`src/rtl/serial_alu_pkg.sv`:
```
// Shared constants for the bit-serial ALU sequencer: op codes, FSM state encodings
// and the two fixed count values that carry meaning for the ALU.
package serial_alu_pkg;

  localparam logic [3:0] OP_ADD  = 4'd0;
  localparam logic [3:0] OP_SUB  = 4'd1;
  localparam logic [3:0] OP_QSEL = 4'd2;
  localparam logic [3:0] OP_RELU = 4'd10;

  localparam logic [2:0] IDLE = 3'd0;
  localparam logic [2:0] CLR  = 3'd1;
  localparam logic [2:0] PRE  = 3'd2;
  localparam logic [2:0] RUN  = 3'd3;
  localparam logic [2:0] DONE = 3'd4;

  // count 0 clears the ALU carry; count 1 is the sign-peek cycle
  localparam int CNT_CLR  = 0;
  localparam int CNT_SIGN = 1;

endpackage

```
`src/rtl/serial_operand_shifter.sv`:
```
// Parallel-load, LSB-first operand shift register with an MSB peek used
// by the sequencer's sign cycle.
module serial_operand_shifter #(
  parameter int LENGTH = 32
) (
  input  logic              clk,
  input  logic              reset,
  input  logic              load,
  input  logic              shift,
  input  logic [LENGTH-1:0] data,
  output logic              lsb,
  output logic              msb
);

  logic [LENGTH-1:0] sr;

  always_ff @(posedge clk or posedge reset) begin
    if (reset) begin
      sr <= '0;
    end else if (load) begin
      sr <= data;
    end else if (shift) begin
      sr <= {1'b0, sr[LENGTH-1:1]};
    end
  end

  assign lsb = sr[0];
  assign msb = sr[LENGTH-1];

endmodule

```
`src/rtl/serial_alu_sequencer.sv`:
```
// Sequences one bit-serial ALU operation: IDLE -> CLR -> PRE -> RUN -> DONE.
// Optional SEQ_ZERO_FLAG_EN adds rsp_zero, high when every captured result bit is 0.
module serial_alu_sequencer
  import serial_alu_pkg::*;
#(
  parameter int LENGTH = 32,
  parameter int CNT_W  = 8
) (
  input  logic              clk,
  input  logic              reset,
  input  logic              req_valid,
  output logic              req_ready,
  input  logic [3:0]        req_op,
  input  logic [1:0]        req_q,
  input  logic [LENGTH-1:0] req_rs1,
  input  logic [LENGTH-1:0] req_rs2,
  output logic              rsp_valid,
  input  logic              rsp_ready,
  output logic [LENGTH-1:0] rsp_rd,
  output logic              alu_rs1_d,
  output logic              alu_rs2_d,
  output logic [3:0]        alu_op,
  output logic [1:0]        alu_q,
  output logic [CNT_W-1:0]  count,
  output logic              reg_write,
`ifdef SEQ_ZERO_FLAG_EN
  output logic              rsp_zero,
`endif
  input  logic              alu_rd_d
);

  localparam logic [CNT_W-1:0] CNT_LAST = CNT_W'(LENGTH + 1);

  logic [2:0]        state;
  logic [LENGTH-1:0] result;
  logic              accept;
  logic              rs1_lsb, rs1_msb, rs2_lsb, rs2_msb;

  assign req_ready = (state == IDLE);
  assign rsp_valid = (state == DONE);
  assign reg_write = (state == RUN);
  assign accept    = req_valid && req_ready;
  assign rsp_rd    = result;

  serial_operand_shifter #(.LENGTH(LENGTH)) u_rs1 (
    .clk   (clk),
    .reset (reset),
    .load  (accept),
    .shift (state == RUN),
    .data  (req_rs1),
    .lsb   (rs1_lsb),
    .msb   (rs1_msb)
  );

  serial_operand_shifter #(.LENGTH(LENGTH)) u_rs2 (
    .clk   (clk),
    .reset (reset),
    .load  (accept),
    .shift (state == RUN),
    .data  (req_rs2),
    .lsb   (rs2_lsb),
    .msb   (rs2_msb)
  );

  // PRE exposes the sign bits; RUN streams operands LSB-first
  always_comb begin
    alu_rs1_d = 1'b0;
    alu_rs2_d = 1'b0;
    if (state == PRE) begin
      alu_rs1_d = rs1_msb;
      alu_rs2_d = rs2_msb;
    end else if (state == RUN) begin
      alu_rs1_d = rs1_lsb;
      alu_rs2_d = rs2_lsb;
    end
  end

  always_ff @(posedge clk or posedge reset) begin
    if (reset) begin
      state <= IDLE;
      count <= '0;
    end else begin
      case (state)
        IDLE: begin
          if (accept) begin
            state <= CLR;
            count <= CNT_W'(CNT_CLR);
          end
        end
        CLR: begin
          state <= PRE;
          count <= CNT_W'(CNT_SIGN);
        end
        PRE: begin
          state <= RUN;
          count <= count + 1'b1;
        end
        RUN: begin
          // count stays at LENGTH+1 through DONE
          if (count == CNT_LAST) begin
            state <= DONE;
          end else begin
            count <= count + 1'b1;
          end
        end
        DONE: begin
          if (rsp_ready) begin
            state <= IDLE;
            count <= '0;
          end
        end
        default: begin
          state <= IDLE;
          count <= '0;
        end
      endcase
    end
  end

  always_ff @(posedge clk or posedge reset) begin
    if (reset) begin
      alu_op <= '0;
      alu_q  <= '0;
    end else if (accept) begin
      alu_op <= req_op;
      alu_q  <= req_q;
    end
  end

  always_ff @(posedge clk or posedge reset) begin
    if (reset) begin
      result <= '0;
    end else if (state == RUN) begin
      result <= {alu_rd_d, result[LENGTH-1:1]};
    end
  end

`ifdef SEQ_ZERO_FLAG_EN
  logic any_one;

  always_ff @(posedge clk or posedge reset) begin
    if (reset) begin
      any_one <= 1'b0;
    end else if (state == CLR) begin
      any_one <= 1'b0;
    end else if (state == RUN) begin
      any_one <= any_one | alu_rd_d;
    end
  end

  assign rsp_zero = rsp_valid && !any_one;
`endif

endmodule

```
`config.mk`:
```
export PLATFORM = sky130hd
export DESIGN_NAME = serial_alu_sequencer
export DESIGN_NICKNAME = d
export VERILOG_FILES = /design/src/rtl/serial_alu_pkg.sv /design/src/rtl/serial_operand_shifter.sv /design/src/rtl/serial_alu_sequencer.sv
export SDC_FILE = /design/constraint.sdc
export NUM_CORES = 1
export LEC_CHECK = 0
export ABC_AREA = 1
export CORE_AREA = 2 2 121 123
export CTS_CLUSTER_DIAMETER = 120
export DETAILED_ROUTE_END_ITERATION = 8
export DIE_AREA = 0 0 123 125
export RECOVER_POWER = 50
export SYNTH_ARGS = -nofsm -noshare
export SYNTH_HDL_FRONTEND = slang
export SYNTH_SLANG_ARGS = --single-unit
```
`constraint.sdc`:
```
create_clock -name clk -period 9.7 [get_ports clk]
set_input_delay 1.94 -clock clk [delete_from_list [all_inputs] [get_ports clk]]
set_output_delay 1.94 -clock clk [all_outputs]
set_load 0.05 [all_outputs]
```
==> results of run 1 <==
==> worst min path at each step <==
| stage | from | end | slack [ns] | depth (start not counted) |
|---|---|---|---|---|
| global route | u_rs1.sr[13]$_DFFE_PP0P_ | u_rs1.sr[12]$_DFFE_PP0P_ | 0.51 | 2 |
| detailed placement | rsp_rd[0]$_DFFE_PP0N_ | rsp_rd[0]$_DFFE_PP0N_ | 0.47 | 2 |
| floorplan | u_rs1.sr[21]$_DFFE_PP0P_ | u_rs1.sr[20]$_DFFE_PP0P_ | 0.47 | 2 |
| CTS | rsp_rd[0]$_DFFE_PP0N_ | rsp_rd[0]$_DFFE_PP0N_ | 0.49 | 2 |
| finish | alu_op[3]$_DFFE_PP0P_ | alu_op[3]$_DFFE_PP0P_ | 0.49 | 1 |
| global placement | rsp_rd[0]$_DFFE_PP0N_ | rsp_rd[0]$_DFFE_PP0N_ | 0.47 | 2 |
==> area by class of cell <==
| cell class | instances | area, sq um |
|---|---|---|
| fill | 1329 | 7154 |
| inverter | 55 | 207.7 |
| multi-input combinational | 369 | 1873 |
| timing repair buffer | 130 | 1280 |
| sequential | 113 | 2828 |
| tap | 184 | 230.2 |
| clock inverter | 10 | 156.4 |
| clock buffer | 22 | 474.2 |
==> synthesized netlist by cell type (all sizes together) <==
cell type | instances | area, sq um
buf | 28 | 148.9
xor2 | 2 | 17.52
inv | 55 | 206.5
dfrtp | 113 | 2828
a21oi | 1 | 5.000
nor2 | 12 | 60.06
clkbuf | 11 | 41.29
nand3b | 1 | 7.510
o22ai | 2 | 12.51
o211ai | 58 | 435.4
a31oi | 2 | 12.51
o21ai | 11 | 55.05
nand4 | 2 | 12.51
nor3 | 1 | 5.000
ha | 2 | 25.02
mux2 | 6 | 67.56
nand2 | 165 | 619.3
nand3 | 104 | 543.0
==> report_power, final <==
part	internal [mW]	switching [mW]
logic	0.330	0.665
registers	0.656	0.107
clock network	0.448	0.208
==> flip-flops by register name, indices dropped and copies added, names as in the netlist <==
register and cells:
alu_op 4, u_rs1.sr 32, u_rs2.sr 32, count 8
state 3, rsp_rd 32, alu_q 2
==> cell families after synthesis <==
logic type,count (synthesis),share of synthesized area
AND/OR/NAND/NOR,285,0.2445
AO/OA/AOI/OAI,74,0.1020
multiplexers,6,0.01324
flip-flops,113,0.5542
buffers and inverters,94,0.07773
XOR/XNOR,2,0.003434
adder cells (fa/ha/maj),2,0.004904
==> stage by stage <==
step	hold slack (ns)	setup slack (ns)	area [sq um]	utilization	total power, mW
global placement	0.4749	5.089	6429	0.4526	1.749
global route	0.5107	2.461	7049	0.4963	2.564
floorplan	0.4660	4.773	5102	-	1.482
CTS	0.4922	4.649	7059	0.4970	2.443
finish	0.4892	2.913	7049	0.4963	2.415
detailed placement	0.4745	5.002	6429	0.4526	1.775
==> cells in the final DEF (no fill, tap or decap), types with 2 or more instances in the layout <==
master,Yosys,routed
nand2_1,165,165
clkdlybuf4s50_1,0,119
dfrtp_1,113,113
nand3_1,101,102
o211ai_1,58,58
inv_1,53,53
clkbuf_16,0,17
o21ai_0,6,11
nor2_1,10,10
mux2_1,6,6
dlygate4sd3_1,0,5
bufinv_16,0,4
clkinv_2,0,4
buf_4,4,4
clkbuf_1,11,3
clkbuf_8,0,3
nor2_4,2,2
a31oi_1,2,2
o22ai_1,2,2
nand4_1,2,2
xor2_1,2,2
ha_1,2,2
==> metal layers <==
| layer | vias to the layer above | routed length [um] | global-route usage |
|---|---|---|---|
| li1 | 2138 | - | - |
| met1 | 2116 | 5871 | 0.2420 |
| met2 | 120 | 6287 | 0.2678 |
| met3 | 21 | 541 | 0.03285 |
| met4 | 0 | 240 | 0.07687 |
| met5 | - | 0 | 0 |
==> critical path: stages (launching register included) <==
cell	delay [ns]
dfrtp_1	0.42
inv_1	0.15
nand3_4	0.40
inv_1	0.14
clkbuf_1	2.15
clkdlybuf4s50_1	1.16
==> results.toml, run 1 <==
[run_status]
outcome = "finished with violations"
failed_checks = "capacitance limit, slew limit"

[cells_and_area]
antenna-diode-count = 0
drive_gt1_frac = 0.05866
areaGrowthSynthToFinish_pct = 38.16
finish.net_count = 763
instances_no_fill = 883

[die]
placeableCoreArea_sq_um = 14200
fp.dieH_um = 125
ioPinCount = 126
core.rowCount = 44
floorplan.initialDensity = 0.3592
die_area_sq_um = 15380
die-width_um = 123

[detailed_routing]
postRouteWirelength_um = 12940
post_drt_wl_per_cell_um = 14.65
drt_iter0_markers = 216
avgViaCountPerCell = 4.977
vias = 4395
detail_route.first_pass.iterations = 4
drcViolationCount = 0
postRouteAntennaNets = 0

[global_route]
grt_first_pass_wirelength_um = 21120
total_routing_resource_utilization_after_global_routing = 0.1751
vias_in_the_first_global_route = 4149
grt_antenna_before_repair = 0
grt_start_max_net_pins = 76
grt-ovfl-total = 0

[power]
power-per-cell-area_nw_per_um2 = 342.6
p_leak_nw = 3.142
ir_worst_vdd_uv = 173.4

[worst_setup_path]
endpoint = "reg_write"
critical_path_arrival_ns = 4.85
worst-path-max-fanout = 69
worstPathRequired_ns = 7.76
reg2reg_from = "state[2]$_DFFE_PP0P_"
critical_path_class = "reg -> out"
cp-end-kind = "output pin"
rr_endpoint = "count[5]$_DFFE_PP0P_"
worstRegToRegCells = 7
worst_setup_path_start_kind = "register"
worstSetupStartpoint = "state[2]$_DFFE_PP0P_"
r2r_slack_ns = 5.43

[yosys]
synth_sequential_area_ratio = 0.5542
synth.cell_area_sq_um = 5102
ys_warn_count = 0
synth_area_per_cell_sq_um = 8.858
post_synthesis_cell_count = 576
synth.net_count = 653
synth.ff_latch_count = 113
synth.distinct_cells = 25

[clock_network]
cts_sink_count = 113
postCtsResizedCells = 0
tritoncts = "done"
clk_root_buffer_cell = "clkbuf_16"
cts_buffers = 17
htreeDepth = 4
clock_insertion_delay_worst_skew_ns = 0.41
cts_hold_buf = 0
clk_transition_reported_paths_ns = 0.05
cts_setup_buffers = 0
cts-root-to-sink-buffers = 2

[timing]
setup_violations = 0
final_setup_skew_ns = 0.007980
maxSlewViolCount = 110
timing.slew.headroom = -1.006
max_freq_ghz = 0.1473
timing.final.crit_period_ns = 6.787
post_route_setup_tns_ns = 0
min_period_over_period = 0.6997
rsz0062_at_grt = "no"
finalHoldViolCount = 0
worstMarginPinSlew_ns = 3.008

[job]
maximum_capacitance_violations = 2

[placement]
place_congestion = 0.7967
place.port_buffers = 125
dp.final_hpwl_um = 8265
placed_cells = 851

[worst_hold_path]
holdCritPathClass = "reg -> reg"
(Power assumes the default switching activity.)
==> inputs of run 2 (changes only) <==
- clock period: 9.7 -> 6.45 ns (I/O delays scaled with it)
==> run 2 against run 1 <==
  * The flow still finishes with violations (capacitance limit, slew limit)
  * Sequential power up 51%
  * Combinational power up 51%
  * Final cell count up 0.11%
  * Setup slack worse by 0.80 ns
  * Clock skew down 0.0025 ns
  * Count of clock-buffer cells in the layout down 3
  * Die area unchanged
  * First-iteration DRC count up 38%
  * Critical path type is now reg -> reg
  * Highest routed layer unchanged
==> results.toml, run 2 (synthesis gave the netlist of run 1 again) <==
[cells_and_area]
drive_gt1_frac = 0.06143
layout.cells.most_common_list = "165 x nand2_1, 123 x clkdlybuf4s50_1, 113 x dfrtp_1, 102 x nand3_1, 58 x o211ai_1"
multiInputGateArea_sq_um = 1866
finish.net_count = 764
fillCellCount = 1335
layout.core_utilization = 0.4926
layout.cells.most_common = "nand2_1"
layout.area.seq_sq_um = 2828
instances_no_fill = 884
areaGrowthSynthToFinish_pct = 37.13
antenna-diode-count = 0
design_area_sq_um = 6997

[power]
logic_gate_share_of_total_power = 0.422
power-per-cell-area_nw_per_um2 = 508.7
switching_power_mw = 1.496
p_total_mw = 3.559
internal_power_mw = 2.063
ir_worst_vdd_uv = 298.8
p_clk_frac = 0.256
p_leak_nw = 3.093
netSwitchingFraction = 0.4202
power.sequential.fraction = 0.322

[run_status]
outcome = "finished with violations"
failed_checks = "capacitance limit, slew limit"

[die]
floorplan.initialDensity = 0.3592
ioPinCount = 126
core.rowCount = 44
die-width_um = 123
placeableCoreArea_sq_um = 14200
fp.dieH_um = 125
die_area_sq_um = 15380

[clock_network]
cts-root-to-sink-buffers = 2
clk_transition_reported_paths_ns = 0.05
cts_hold_buf = 0
postCtsResizedCells = 0
clk_root_buffer_cell = "clkbuf_16"
cts_setup_buffers = 0
cts_sink_count = 113
tritoncts = "done"
clock_insertion_delay_worst_skew_ns = 0.41
htreeDepth = 4
cts_buffers = 17

[timing]
hold-worst-slack_ns = 0.4815
setup_violations = 0
min_period_over_period = 0.6722
rsz0062_at_grt = "no"
timing.slew.headroom = -1.628
maxSlewViolCount = 158
finalHoldViolCount = 0
post_route_setup_tns_ns = 0
timing.final.crit_period_ns = 4.335
final_setup_skew_ns = 0.005491
worstMarginPinSlew_ns = 3.941
fin_ws_ns = 2.115
max_freq_ghz = 0.2307

[global_route]
grt_start_max_net_pins = 94
use_met1 = 0.2396
grt_antenna_before_repair = 0
vias_in_the_first_global_route = 4253
grt-ovfl-total = 0
globalRoute.busiestLayer = "met2"
grt_util_met2 = 0.2743
grt_first_pass_wirelength_um = 21470
globalRouteMet3Util = 0.04243
total_routing_resource_utilization_after_global_routing = 0.1771

[placement]
placed_cell_area_sq_um = 6436
place_congestion = 0.7602
place_worst_setup_slack_ns = 2.741
dp.final_hpwl_um = 8254
place.port_buffers = 125
placed_cells = 852

[worst_setup_path]
critical_path_class = "reg -> reg"
worstPathRequired_ns = 6.76
critical-path-top-delay-family = "buffers and inverters"
slowest_stage = "clkbuf_1"
worst-path-max-fanout = 93
cpPeakStageDelay_ns = 2.80
cp-end-kind = "register"
critical_path.cell_chain = "nand3_1 > clkbuf_1 > nand2_1 > buf_4 > o211ai_1"
critical_path_arrival_ns = 4.65
worst_setup_path_start_kind = "register"
critPathBufInv = 2

[detailed_routing]
detail_route.first_pass.iterations = 5
drt_iter0_markers = 299
vias = 4400
avgViaCountPerCell = 4.977
postRouteAntennaNets = 0
postRouteWirelength_um = 12790
drcViolationCount = 0
post_drt_wl_per_cell_um = 14.47

[job]
maximum_capacitance_violations = 2

[worst_hold_path]
holdCritPathClass = "reg -> reg"
## run 2: cell count changes in the layout (fill, tap and decap cells not counted), moves of 2 or more
cell	delta
bufinv_16	-2
clkinvlp_4	+5
clkdlybuf4s50_1	+4
dlygate4sd3_1	-4
clkbuf_8	-2
## run 2: layout make-up
cell class                      count  share of cell area
Clock buffer                       19             0.06330
Clock inverter                     13             0.01967
Inverter                           55             0.02969
Multi-Input combinational cell    369              0.2666
Sequential cell                   113              0.4041
Tap cell                          184             0.03290
Timing Repair Buffer              131              0.1837
## run 2: power groups by stage
stage | clock network [mW] | logic, mW | registers [mW]
2_1_floorplan | 0 | 0.786 | 1.44
5_1_grt | 0.965 | 1.65 | 1.18
6_report | 0.911 | 1.50 | 1.15
3_3_place_gp | 0 | 1.49 | 1.15
4_1_cts | 0.926 | 1.52 | 1.15
3_5_place_dp | 0 | 1.52 | 1.16
## run 2: worst min-delay path, cell delays in order (launching register included)
cell and delay, ns:
dfrtp_1 0.35, nand2_1 0.05, nand2_1 0.05
## run 2: path summary, 6_finish.rpt
check	startpoint	to	slack [ns]	cells past startpoint
setup / recovery	state[1]$_DFFE_PP0P_	u_rs2.sr[18]$_DFFE_PP0P_	2.11	5
hold / removal	rsp_rd[0]$_DFFE_PP0N_	rsp_rd[0]$_DFFE_PP0N_	0.48	2
setup reg to reg	state[1]$_DFFE_PP0P_	u_rs2.sr[18]$_DFFE_PP0P_	2.11	5
hold reg to reg	rsp_rd[0]$_DFFE_PP0N_	rsp_rd[0]$_DFFE_PP0N_	0.48	2
max in group asynchronous	reset	u_rs2.sr[3]$_DFFE_PP0P_	2.16	3
min in group asynchronous	reset	alu_op[1]$_DFFE_PP0P_	2.13	2
## run 2: layer usage
| metal | routed length [um] | up-vias |
|---|---|---|
| met5 | 0 | - |
| met4 | 221 | 0 |
| met3 | 631 | 17 |
| met2 | 6238 | 134 |
| met1 | 5702 | 2105 |
| li1 | - | 2144 |
==> patch, RTL diff (settings of run 2) <==
The option `SEQ_ZERO_FLAG_EN` is turned on by a define.
--- a/src/rtl/serial_alu_sequencer.sv
+++ b/src/rtl/serial_alu_sequencer.sv
@@ -1,5 +1,7 @@
 // Sequences one bit-serial ALU operation: IDLE -> CLR -> PRE -> RUN -> DONE.
 // Optional SEQ_ZERO_FLAG_EN adds rsp_zero, high when every captured result bit is 0.
+`define SEQ_ZERO_FLAG_EN
+
 module serial_alu_sequencer
   import serial_alu_pkg::*;
 #(
Function (old outputs only; new: rsp_zero): kept (Yosys induction, for registers that start in step).
==> patch against run 2 <==
- critical path depth unchanged
- core utilization is 0.49 points lower
- largest cell class unchanged
- the run still ends with max-capacitance violations, max-slew violations left
- power is 1.0% higher
- sequential cell count rose by 1
- wire length down 3.6%
- first-iteration DRC count decreased by 12%
- final area down 1.0%
- worst setup slack lost 160 ps
- synthesized area is 1.4% lower
- synthesized cell count rose by 5.2%
==> patch: results <==
route:
  routed_wl_mm: 12.33
  wl_met2_mm: 5.780
  wl_met3_um: 784
  drt_iter0_drc: 264
  vias_per_cell: 4.750
  vias: 4375
  detail-route-antenna-nets: 0
  drt-pass1-iter-count: 4
synthesis:
  avgSynthCellArea_sq_um: 8.300
  synth_fp_nets: 683
  synth_common_cells: "328 x nand2_1, 114 x dfrtp_1, 67 x nand3_1"
  netlist_top_cells_area: "dfrtp_1 57%, nand2_1 24%, nand3_1 6.7%"
  synth_cell_types: 27
  ys_seq_area_share_pct: 56.72
setup_path:
  crit_path_top_delay_cell: "clkdlybuf4s50_1"
  r2r_slack_ps: 2260
  timing.rr.start: "state[2]$_DFFE_PP0P_"
  crit_end: "alu_rs1_d"
  crit_start: "state[0]$_DFFE_PP0P_"
  cpLargestDelayFamily: "simple AND/OR/NAND/NOR gates"
  cp.arrival_ps: 3200
  r2r_cells: 8
  crit_fanout: 39
  worst_r2r_endpoint: "count[1]$_DFFE_PP0P_"
sta:
  period_needed_ps: 4494
  holdWs_ps: 478.4
  worst_pin_slew_ps: 2846
  fin_skew_ps: 5.236
  slew_viol_final: 115
placed_design:
  placed_cells: 890
  dpl.hpwl_mm: 8.063
  post-place-ws_ps: 2679
  numPortBuffers: 126
  dpl_cell_area_sq_um: 6316
  gp_congestion: 0.7760
finish:
  n_fill_cell: 1394
  drive_gt1_share_pct: 5.292
  final_nets: 802
global_routing:
  grt_usage_pct: 17.36
  grt_pass1_vias: 4379
  grt_pass1_wl_mm: 20.96
  met3_usage_pct: 5.201
  grt_util_met2_pct: 27.36
  grt_max_degree: 70
power_and_ir_drop:
  swShare_pct: 40.68
  p_leak_nw: 3.335
  clock_power_share_pct: 28.0
  p_per_area_nw_per_um2: 519.0
  ir_worst_vdd_mv: 0.1921
min_path:
  hp-class: "reg2reg"
  min_from: "u_rs2.sr[28]$_DFFE_PP0P_"
  holdPathEnd: "u_rs2.sr[28]$_DFFE_PP0P_"
status:
  violations: "max-capacitance violations, max-slew violations"
  status: "finished, violations left"
job:
  cap_violations: 2
==> patch: cell count changes after synthesis, sizes merged, moves of 2 or more <==
cell    delta
mux2       -6
nand2    +166
nand4      -2
inv       -29
o21ai      +2
o211ai    -55
nand3     -35
clkbuf    -11
==> patch: cells by family after synthesis <==
group / synth area share, %
xor gates and xnor gates: 0.5225
buffers and inverters: 6.418
and+or+nand+nor: 33.56
DFF: 56.72
AOI/OAI and AO/OA: 2.289
adders and majority gates: 0.4974
==> patch: cell type report <==
| cell class | count | area (sq um) | share of cell area [%] |
|---|---|---|---|
| inverter | 26 | 101.3 | 1.463 |
| multi-input combinational | 438 | 1842 | 26.59 |
| timing repair buffer | 128 | 1270 | 18.33 |
| sequential | 114 | 2853 | 41.19 |
| tap | 184 | 230.2 | 3.324 |
| clock inverter | 12 | 187.7 | 2.710 |
| clock buffer | 19 | 442.9 | 6.395 |
